**src/rtl/enh_muldiv_unit.sv**
```systemverilog
// enh_muldiv_unit
//   Iterative multiply/divide engine that sits on the 64-bit operand bus.
//   It takes one {S,T} operand pair and returns a 2W-bit {HI,LO} result.
//   The unit spends W cycles iterating and one cycle on sign fix-up, then
//   pulses DONE for one cycle.
//
// Ports
//   CLK      clock, rising edge
//   RESET    synchronous active-low reset
//   START    request, accepted only while not busy (IDLE or DONE state)
//   OP       00 MULTU, 01 MULT, 10 DIVU, 11 DIV
//   LONG_IN  {S,T} operand pair, captured on the accepting edge
//   BUSY     high in RUN and FIX
//   DONE     one-cycle pulse when HI/LO carry a new result
//   DIV0     divide with T==0 (valid from DONE until the next FIX)
//   HI       product high word / remainder
//   LO       product low word / quotient
//
// state  | meaning
// -------+---------------------------------------------------------
// IDLE   | waiting for START
// RUN    | one shift-add or restoring-divide step per cycle, W cycles
// FIX    | sign correction, HI/LO/DIV0 load
// DONE   | result pulse; a new START is accepted here
module enh_muldiv_unit #(
    parameter int W = 32
) (
    input  logic           CLK,
    input  logic           RESET,
    input  logic           START,
    input  logic [1:0]     OP,
    input  logic [2*W-1:0] LONG_IN,
    output logic           BUSY,
    output logic           DONE,
    output logic           DIV0,
    output logic [W-1:0]   HI,
    output logic [W-1:0]   LO
);

    localparam logic [1:0] S_IDLE = 2'd0;
    localparam logic [1:0] S_RUN  = 2'd1;
    localparam logic [1:0] S_FIX  = 2'd2;
    localparam logic [1:0] S_DONE = 2'd3;

    localparam int            CW   = (W > 1) ? $clog2(W) : 1;
    localparam logic [CW-1:0] LAST = CW'(W - 1);

    logic [1:0]     r_state;
    logic [1:0]     r_op;
    logic           r_sign_s;
    logic           r_sign_t;
    logic [W-1:0]   r_s_raw;
    logic [W-1:0]   r_mag_t;   // multiplicand or divisor magnitude
    logic [2*W-1:0] r_acc;     // mul: {partial, multiplier}; div: {0, dividend/quotient}
    logic [W:0]     r_rem;
    logic [CW-1:0]  r_cnt;
    logic [W-1:0]   r_hi;
    logic [W-1:0]   r_lo;
    logic           r_div0;

    logic [W-1:0]   w_s;
    logic [W-1:0]   w_t;
    logic           w_neg_s;
    logic           w_neg_t;
    logic [W-1:0]   w_mag_s;
    logic [W-1:0]   w_mag_t;
    logic [W:0]     w_mul_sum;
    logic [2*W-1:0] w_mul_next;
    logic [W:0]     w_div_shift;
    logic [W+1:0]   w_div_diff;
    logic           w_div_ge;
    logic [W:0]     w_rem_next;
    logic [W-1:0]   w_quo_next;
    logic [2*W-1:0] w_prod_fix;
    logic [W-1:0]   w_quo_fix;
    logic [W-1:0]   w_rem_fix;
    logic           w_div_by_zero;
    logic           w_unused;

    // Operand capture: signed ops take two's-complement magnitudes.
    assign w_s     = LONG_IN[2*W-1:W];
    assign w_t     = LONG_IN[W-1:0];
    assign w_neg_s = OP[0] & w_s[W-1];
    assign w_neg_t = OP[0] & w_t[W-1];
    assign w_mag_s = w_neg_s ? (~w_s + 1'b1) : w_s;
    assign w_mag_t = w_neg_t ? (~w_t + 1'b1) : w_t;

    // Radix-2 shift-add: add multiplicand into the upper half on multiplier LSB,
    // then shift the whole accumulator right, carry included.
    assign w_mul_sum  = {1'b0, r_acc[2*W-1:W]} + (r_acc[0] ? {1'b0, r_mag_t} : {(W+1){1'b0}});
    assign w_mul_next = {w_mul_sum, r_acc[W-1:1]};

    // Restoring divide: shift next dividend bit into the remainder, trial subtract.
    assign w_div_shift = {r_rem[W-1:0], r_acc[W-1]};
    assign w_div_diff  = {1'b0, w_div_shift} - {2'b00, r_mag_t};
    assign w_div_ge    = ~w_div_diff[W+1];
    assign w_rem_next  = w_div_ge ? w_div_diff[W:0] : w_div_shift;
    assign w_quo_next  = {r_acc[W-2:0], w_div_ge};

    // Sign flags are only ever set for signed ops, so no OP check is needed here.
    assign w_prod_fix    = (r_sign_s ^ r_sign_t) ? (~r_acc + 1'b1) : r_acc;
    assign w_quo_fix     = (r_sign_s ^ r_sign_t) ? (~r_acc[W-1:0] + 1'b1) : r_acc[W-1:0];
    assign w_rem_fix     = r_sign_s ? (~r_rem[W-1:0] + 1'b1) : r_rem[W-1:0];
    assign w_div_by_zero = (r_mag_t == {W{1'b0}});

    // The remainder never exceeds the divisor once stored, so its top bit is dead.
    assign w_unused = r_rem[W];

    always_ff @(posedge CLK) begin
        if (!RESET) begin
            r_state  <= S_IDLE;
            r_op     <= 2'b00;
            r_sign_s <= 1'b0;
            r_sign_t <= 1'b0;
            r_s_raw  <= {W{1'b0}};
            r_mag_t  <= {W{1'b0}};
            r_acc    <= {(2*W){1'b0}};
            r_rem    <= {(W+1){1'b0}};
            r_cnt    <= {CW{1'b0}};
            r_hi     <= {W{1'b0}};
            r_lo     <= {W{1'b0}};
            r_div0   <= 1'b0;
        end else begin
            case (r_state)
                S_IDLE, S_DONE: begin
                    if (START) begin
                        r_op     <= OP;
                        r_sign_s <= w_neg_s;
                        r_sign_t <= w_neg_t;
                        r_s_raw  <= w_s;
                        r_mag_t  <= w_mag_t;
                        r_acc    <= {{W{1'b0}}, w_mag_s};
                        r_rem    <= {(W+1){1'b0}};
                        r_cnt    <= {CW{1'b0}};
                        r_state  <= S_RUN;
                    end else begin
                        r_state  <= S_IDLE;
                    end
                end
                S_RUN: begin
                    if (r_op[1]) begin
                        r_acc <= {r_acc[2*W-1:W], w_quo_next};
                        r_rem <= w_rem_next;
                    end else begin
                        r_acc <= w_mul_next;
                    end
                    r_cnt <= r_cnt + 1'b1;
                    if (r_cnt == LAST) begin
                        r_state <= S_FIX;
                    end
                end
                S_FIX: begin
                    if (!r_op[1]) begin
                        r_hi   <= w_prod_fix[2*W-1:W];
                        r_lo   <= w_prod_fix[W-1:0];
                        r_div0 <= 1'b0;
                    end else if (w_div_by_zero) begin
                        r_hi   <= r_s_raw;
                        r_lo   <= {W{1'b1}};
                        r_div0 <= 1'b1;
                    end else begin
                        r_hi   <= w_rem_fix;
                        r_lo   <= w_quo_fix;
                        r_div0 <= 1'b0;
                    end
                    r_state <= S_DONE;
                end
                default: r_state <= S_IDLE;
            endcase
        end
    end

    assign BUSY = (r_state == S_RUN) || (r_state == S_FIX);
    assign DONE = (r_state == S_DONE);
    assign DIV0 = r_div0;
    assign HI   = r_hi;
    assign LO   = r_lo;

endmodule

```
**config.mk**
```make
export PLATFORM = sky130hd
export DESIGN_NAME = enh_muldiv_unit
export DESIGN_NICKNAME = d
export VERILOG_FILES = /design/src/rtl/enh_muldiv_unit.sv
export SDC_FILE = /design/constraint.sdc
export NUM_CORES = 1
export LEC_CHECK = 0
export CAP_MARGIN = 20
export CORE_ASPECT_RATIO = 1.75
export CORE_MARGIN = 8
export CORE_UTILIZATION = 41
export CTS_BUF_LIST = sky130_fd_sc_hd__clkbuf_2 sky130_fd_sc_hd__clkbuf_4 sky130_fd_sc_hd__clkbuf_8
export DETAILED_ROUTE_END_ITERATION = 8
export GPL_TIMING_DRIVEN = 0
export PLACE_DENSITY = 0.67
export SYNTH_ARGS = -nofsm -noshare
export SYNTH_HDL_FRONTEND = slang
export SYNTH_SLANG_ARGS = --single-unit
export TNS_END_PERCENT = 1
```
**constraint.sdc**
```tcl
create_clock -name CLK -period 3.95 [get_ports CLK]
set_input_delay 0.5925 -clock CLK [delete_from_list [all_inputs] [get_ports CLK]]
set_output_delay 0.5925 -clock CLK [all_outputs]
set_load 0.05 [all_outputs]
```
# Word-level counts from Yosys, hierarchy flattened
# Index checks and enable logic that the tools add are counted.
dict set report totals {
  ff_bits 236
  inputBits 69
  output_inout_bits 67
  wordCells 71
}
dict set report classes {
  add_sub_neg 8
  eq_ne 8
  mux 24
  bitwise 9
  reduce_logical 9
}
# cell n
set op_table {}
lappend op_table {{$mux 32} 12}
lappend op_table {{$mux 64} 3}
lappend op_table {{$add 32x1->32 const B} 4}
lappend op_table {{$not 32->32} 4}
lappend op_table {{$pmux 64 s2} 1}
lappend op_table {{$add 64x1->64 const B} 1}
lappend op_table {{$not 64->64} 1}
lappend op_table {{$pmux 32 s2} 1}
lappend op_table {{$sub 33x32->34} 1}
lappend op_table {{$add 32x32->33} 1}
lappend op_table {{$logic_not 32->1} 1}
lappend op_table {{$pmux 5 s2} 1}
lappend op_table {{$ne 2x2->1 const B} 4}
lappend op_table {{$pmux 2 s3} 1}
lappend op_table {{$reduce_and 3->1} 2}
lappend op_table {{$add 5x1->5 const B} 1}
lappend op_table {{$eq 5x5->1 const B} 1}
lappend op_table {{$mux 5} 1}
lappend op_table {{$eq 2x2->1 const B} 2}
lappend op_table {{$reduce_and 2->1} 2}
lappend op_table {{$mux 1} 3}
lappend op_table {{$and 1x1->1} 2}
lappend op_table {{$eq 2x1->1 const B} 1}
lappend op_table {{$logic_not 2->1} 1}
lappend op_table {{6 further kinds} 6}

# Depth between registers and ports, before layout
dict set report logic_depth {
  word_depth 5
  mapped_depth 14
  depth_no_buf 13
}

# Worst setup path after synthesis
# No wires, ideal clock.
dict set report synth_path {
  path_kind {register to register}
  start {reg r_acc[0]}
  end {reg r_hi[28], in the netlist HI[28]}
  setup_time_ns 0.116
  t_arrival_ns 2.978
  required_ns 3.834
  setup_slack_ns 0.856
  path_stages_with_launch 13
  n_path_buf 1
  period_less_slack_ns 3.094
  cell_sequence {dfxtp_1 -> inv_1 -> clkbuf_1 -> ha_1 -> or3b_2 -> nor4_1 -> nand4_1 -> nor4_4 -> nand2_2 -> o21ai_1 -> xor2_1 -> a21oi_1 -> a31o_1}
}
dict set report synth_via {
  elab_chain_len 4
}
# item line
set synth_rtl {}
lappend synth_rtl {{from (decl)} 54} ;# logic [2*W-1:0] r_acc;
lappend synth_rtl {{from (signal assigned)} 117} ;# r_acc <= {(2*W){1'b0}};
lappend synth_rtl {{from (signal assigned)} 132} ;# r_acc <= {{W{1'b0}}, w_mag_s};
lappend synth_rtl {{from (signal assigned)} 142} ;# r_acc <= {r_acc[2*W-1:W], w_quo_next};
lappend synth_rtl {{$not 64->64} 101} ;# assign w_prod_fix = (r_sign_s ^ r_sign_t) ? (~r_acc + 1'b1) : r_acc;
lappend synth_rtl {{$add 64x1->64} 101}
lappend synth_rtl {{$mux 64} 101}
lappend synth_rtl {{$mux 32} 153} ;# if (!r_op[1]) begin
lappend synth_rtl {{to (signal assigned)} 154} ;# r_hi <= w_prod_fix[2*W-1:W];
lappend synth_rtl {{to (signal assigned)} 158} ;# r_hi <= r_s_raw;
lappend synth_rtl {{to (signal assigned)} 162} ;# r_hi <= w_rem_fix;
lappend synth_rtl {{to (decl)} 57} ;# logic [W-1:0] r_hi;
# Every way passes these cells.
# A chain may end at the register's enable or synchronous reset.

# Worst setup path after layout
dict set report layout_path {
  start {reg r_acc[31]}
  end {reg r_rem[27]}
}
dict set report layout_via {
  elab_chain_len 4
}
# item line
set layout_rtl {}
lappend layout_rtl {{$sub 33x32->34} 95} ;# assign w_div_diff = {1'b0, w_div_shift} - {2'b00, r_mag_t};
lappend layout_rtl {{$mux 32} 97} ;# assign w_rem_next = w_div_ge ? w_div_diff[W:0] : w_div_shift;
lappend layout_rtl {{$mux 32} 141} ;# if (r_op[1]) begin
lappend layout_rtl {{$pmux 32 s2} 124} ;# case (r_state)
lappend layout_rtl {{to (signal assigned)} 118} ;# r_rem <= {(W+1){1'b0}};
lappend layout_rtl {{to (signal assigned)} 133} ;# r_rem <= {(W+1){1'b0}};
lappend layout_rtl {{to (signal assigned)} 143} ;# r_rem <= w_rem_next;
lappend layout_rtl {{to (decl)} 55} ;# logic [W:0] r_rem;
# Every way passes these cells. The select of a mux whose other input is x is not followed.

==> key figures <==
Logic synthesis
  • Top cell type's share of synthesized area: 28.5%
  • Mapped Area: 16500 sq um
  • Ys Warns: 0
  • Synth Register Bits: 235
  • Top cells by area, synth: dfxtp_1 28%, nand2_1 6.2%, ha_1 5.5%
  • Post-synth EDFFs: 0
  • Mapped Cells: 2119
  • Syn_nets: 2263
  • Most frequent cell after synthesis: nand2_1
  • Netlist cell types: 85
  • Most used flip-flop cell after synthesis: dfxtp_1
  • Most frequent cells after synthesis: 274 x nand2_1, 235 x dfxtp_1, 160 x nor2_1
  • Sequential cell area fraction in the yosys report: 28.5%
  • Avg Inst Size Synth: 7.79 sq um
  • Async SR Flop Fraction: 0%
  • Synth area leader: dfxtp_1

Power
  • VDD IR-drop max: 0.252 mV
  • Internal power: 6570 uW
  • P per Cell Area: 635 nW/um^2
  • Pleak: 0.00769 uW
  • Seq pwr share: 28.4%
  • Switching Fraction: 47.1%
  • Comb power frac: 48.9%
  • Clk pwr share: 22.7%
  • Tot Pwr: 12400 uW
  • Psw: 5850 uW

GRT
  • GRT busiest layer: met2
  • Grt met3 use: 4.61%
  • Initial antenna violation count: 4
  • Remaining global-route overflow: 0
  • Largest net degree at the start of global routing: 11
  • GR Util All Layers: 29.9%
  • Met2 Track Usage GR: 54.8%
  • Number of global-route vias before repair: 17200
  • Global-route wire length before repair: 106 mm
  • Met1 track demand over resource: 28.2%

Detailed routing
  • Remaining antenna violation count: 0
  • Drt drc: 0
  • Vias per cell: 5.97
  • Iter 0 DRT Violations: 1219
  • DR pass1 iterations: 7
  • WL final: 71.7 mm
  • Routed length per instance: 25.4 um
  • Via count: 16900

Timing
  • Final Setup Violations: 0
  • Worst slew pin tran: 1.22 ns
  • RSZ-0062 raised after global routing: yes
  • Setup TNS: 0 ns
  • Final min period: 3.81 ns
  • Max Slew Vio Count: 0
  • Period Utilization, post-route: 96.6%
  • Fin Hold WS: 0.476 ns
  • Worst slew margin: 18.1%
  • Max Fclk: 0.262 GHz
  • Final Skew: 0.0216 ns
  • Endpoints failing hold: 0

Place
  • RD Place Congestion: 1.09
  • Post-DP HPWL: 56.7 mm
  • Placed cells: 2749
  • Port-buffer cells: 135

CTS
  • Clock sinks: 235
  • Clock latency on the worst-skew pair: 0.59 ns
  • CTS tree: done
  • CTS Buffer Depth: 3
  • Clock slew at reported path FFs: 0.07 ns
  • CTS Hold Buffers Added: 0
  • Clk root buf: clkbuf_8
  • Cts bufs inserted: 38
  • CTS HTree Levels: 2

Setup path
  • Setup CP Type: reg2reg
  • Setup crit start kind: flip-flop
  • Critical Path Fanout Max: 10
  • Worst EP arrival: 4.32 ns
  • Reg2Reg Setup Slack: 0.14 ns
  • Cells on worst reg2reg path: 12
  • Beginning of the critical path: r_acc[31]$_SDFFE_PN0P_
  • FF-to-FF End: r_rem[27]$_SDFFE_PN0P_
  • Worst setup EP type: flip-flop
  • Launching point of the worst reg2reg path: r_acc[31]$_SDFFE_PN0P_
  • Worst Path Required: 4.45 ns

Floorplan
  • Full die area: 47200 sq um
  • Die W: 168 um
  • Core ar.: 39900 sq um
  • Num ports: 136
  • Core Rows: 97
  • Die Y: 281 um
  • Starting Density: 41.4%

Min path
  • HP Class: reg2reg
  • Hold worst-path end: r_s_raw[7]$_SDFFE_PN0P_
  • Hold_sp: r_s_raw[7]$_SDFFE_PN0P_
  • Worst Hold Depth: 2

Cells and area
  • Post-Layout Cell Count: 2828
  • Share of cells above drive strength 1: 6.01%
  • Final #Nets: 2444
  • Area delta synth->final: 18.5%

Status
  • Status: finished clean

Flow run
  • Max Cap Viol: 0
final cells by class:
class / instances / area (sq um)
fill: 3958 / 20400
multi-input combinational: 1680 / 11000
sequential: 235 / 4710
timing repair buffer: 141 / 1390
clock buffer: 54 / 706
tap: 495 / 619
buffer: 132 / 527
clock inverter: 16 / 293
inverter: 72 / 270
antenna: 3 / 7.51
sequential cells by signal, summed over array words and instances (netlist names), 2 cells and up:
register / count
r_state: 2
r_mag_t: 32
LO: 32
r_rem: 32
HI: 32
r_cnt: 5
r_s_raw: 32
r_acc: 64
what timing repair did:
item,CTS,global route
setup buffers,0,2
pin swaps,0,1
setup endpoints to repair,38,32
resized for setup,3,6
cells in the final DEF (no fill, tap or decap), types with 9 or more instances in the layout:
cell	n
a21oi_1	141
ha_1	73
a222oi_1	14
nand2_1	274
mux2i_1	55
nor4_1	27
nor2_1	159
o31ai_1	29
xnor2_1	101
clkbuf_4	10
nand4_1	12
o211a_1	36
dfxtp_1	234
nand2b_1	14
clkdlybuf4s50_1	135
nor2b_1	41
o211ai_1	47
o21ai_0	152
a211oi_1	12
a21o_1	25
and2_1	18
a31oi_1	22
clkbuf_1	115
o21a_1	17
o41ai_1	12
nor3_1	38
xor2_1	89
inv_1	71
o221a_2	21
a21boi_0	66
clkbuf_8	48
nand3_1	27
a22oi_1	15
or3_1	20
o21ai_1	9
power groups by stage:
stage	registers (uW)	logic [uW]	clock network, uW
6_report	3520	6070	2820
4_1_cts	3490	5970	2840
2_1_floorplan	3970	3290	0
3_3_place_gp	3520	5880	0
5_1_grt	3550	6490	2930
3_5_place_dp	3540	5930	0
how the worst max path moves through the flow:
stage / endpoint / slack [ns]
floorplan: HI[28]$_SDFFE_PN0P_ / 0.86
global placement: HI[28]$_SDFFE_PN0P_ / -0.15
detailed placement: r_rem[23]$_SDFFE_PN0P_ / -0.19
CTS: HI[28]$_SDFFE_PN0P_ / 0.02
global route: r_rem[28]$_SDFFE_PN0P_ / -0.002
finish: r_rem[27]$_SDFFE_PN0P_ / 0.14
cells by family after synthesis:
logic type                 Yosys count  share of synthesized area [%]
AOI/OAI and AO/OA                  678                           28.0
xor gates and xnor gates           190                           10.1
adders and majority gates           75                           5.77
buffers and inverters              204                           4.80
DFF                                235                           28.5
muxes                               57                           3.47
and+or+nand+nor                    680                           19.4
critical path, stage by stage (launching register included):
cell and delay (ns):
dfxtp_1 0.50, inv_1 0.22, ha_1 0.26, nor2b_1 0.16, o31a_1 0.20, o211ai_1 0.17, a21o_1 0.26, a2111oi_2 0.54
o21ai_0 0.24, a21oi_2 0.42, buf_4 0.30, nand2_1 0.18, o221ai_1 0.26
per-layer routing:
metal  up-vias  share of wire (%)  routed length (um)
met5         -              0.032                  23
met4         4                 10                7510
met3       246                5.1                3650
met2       658                 50               36200
met1      7982                 34               24400
li1       8001                  -                   -
metrics by stage:
step	cell area, sq um	util (%)	setup WS, ns
after detailed placement	18500	46.3	-0.191
after floorplan	16500	-	0.856
final	19600	49.0	0.135
after global routing	19600	49.0	-0.00237
after CTS	19500	48.8	0.0173
after global placement	18500	46.3	-0.150
(Power assumes the default switching activity.)
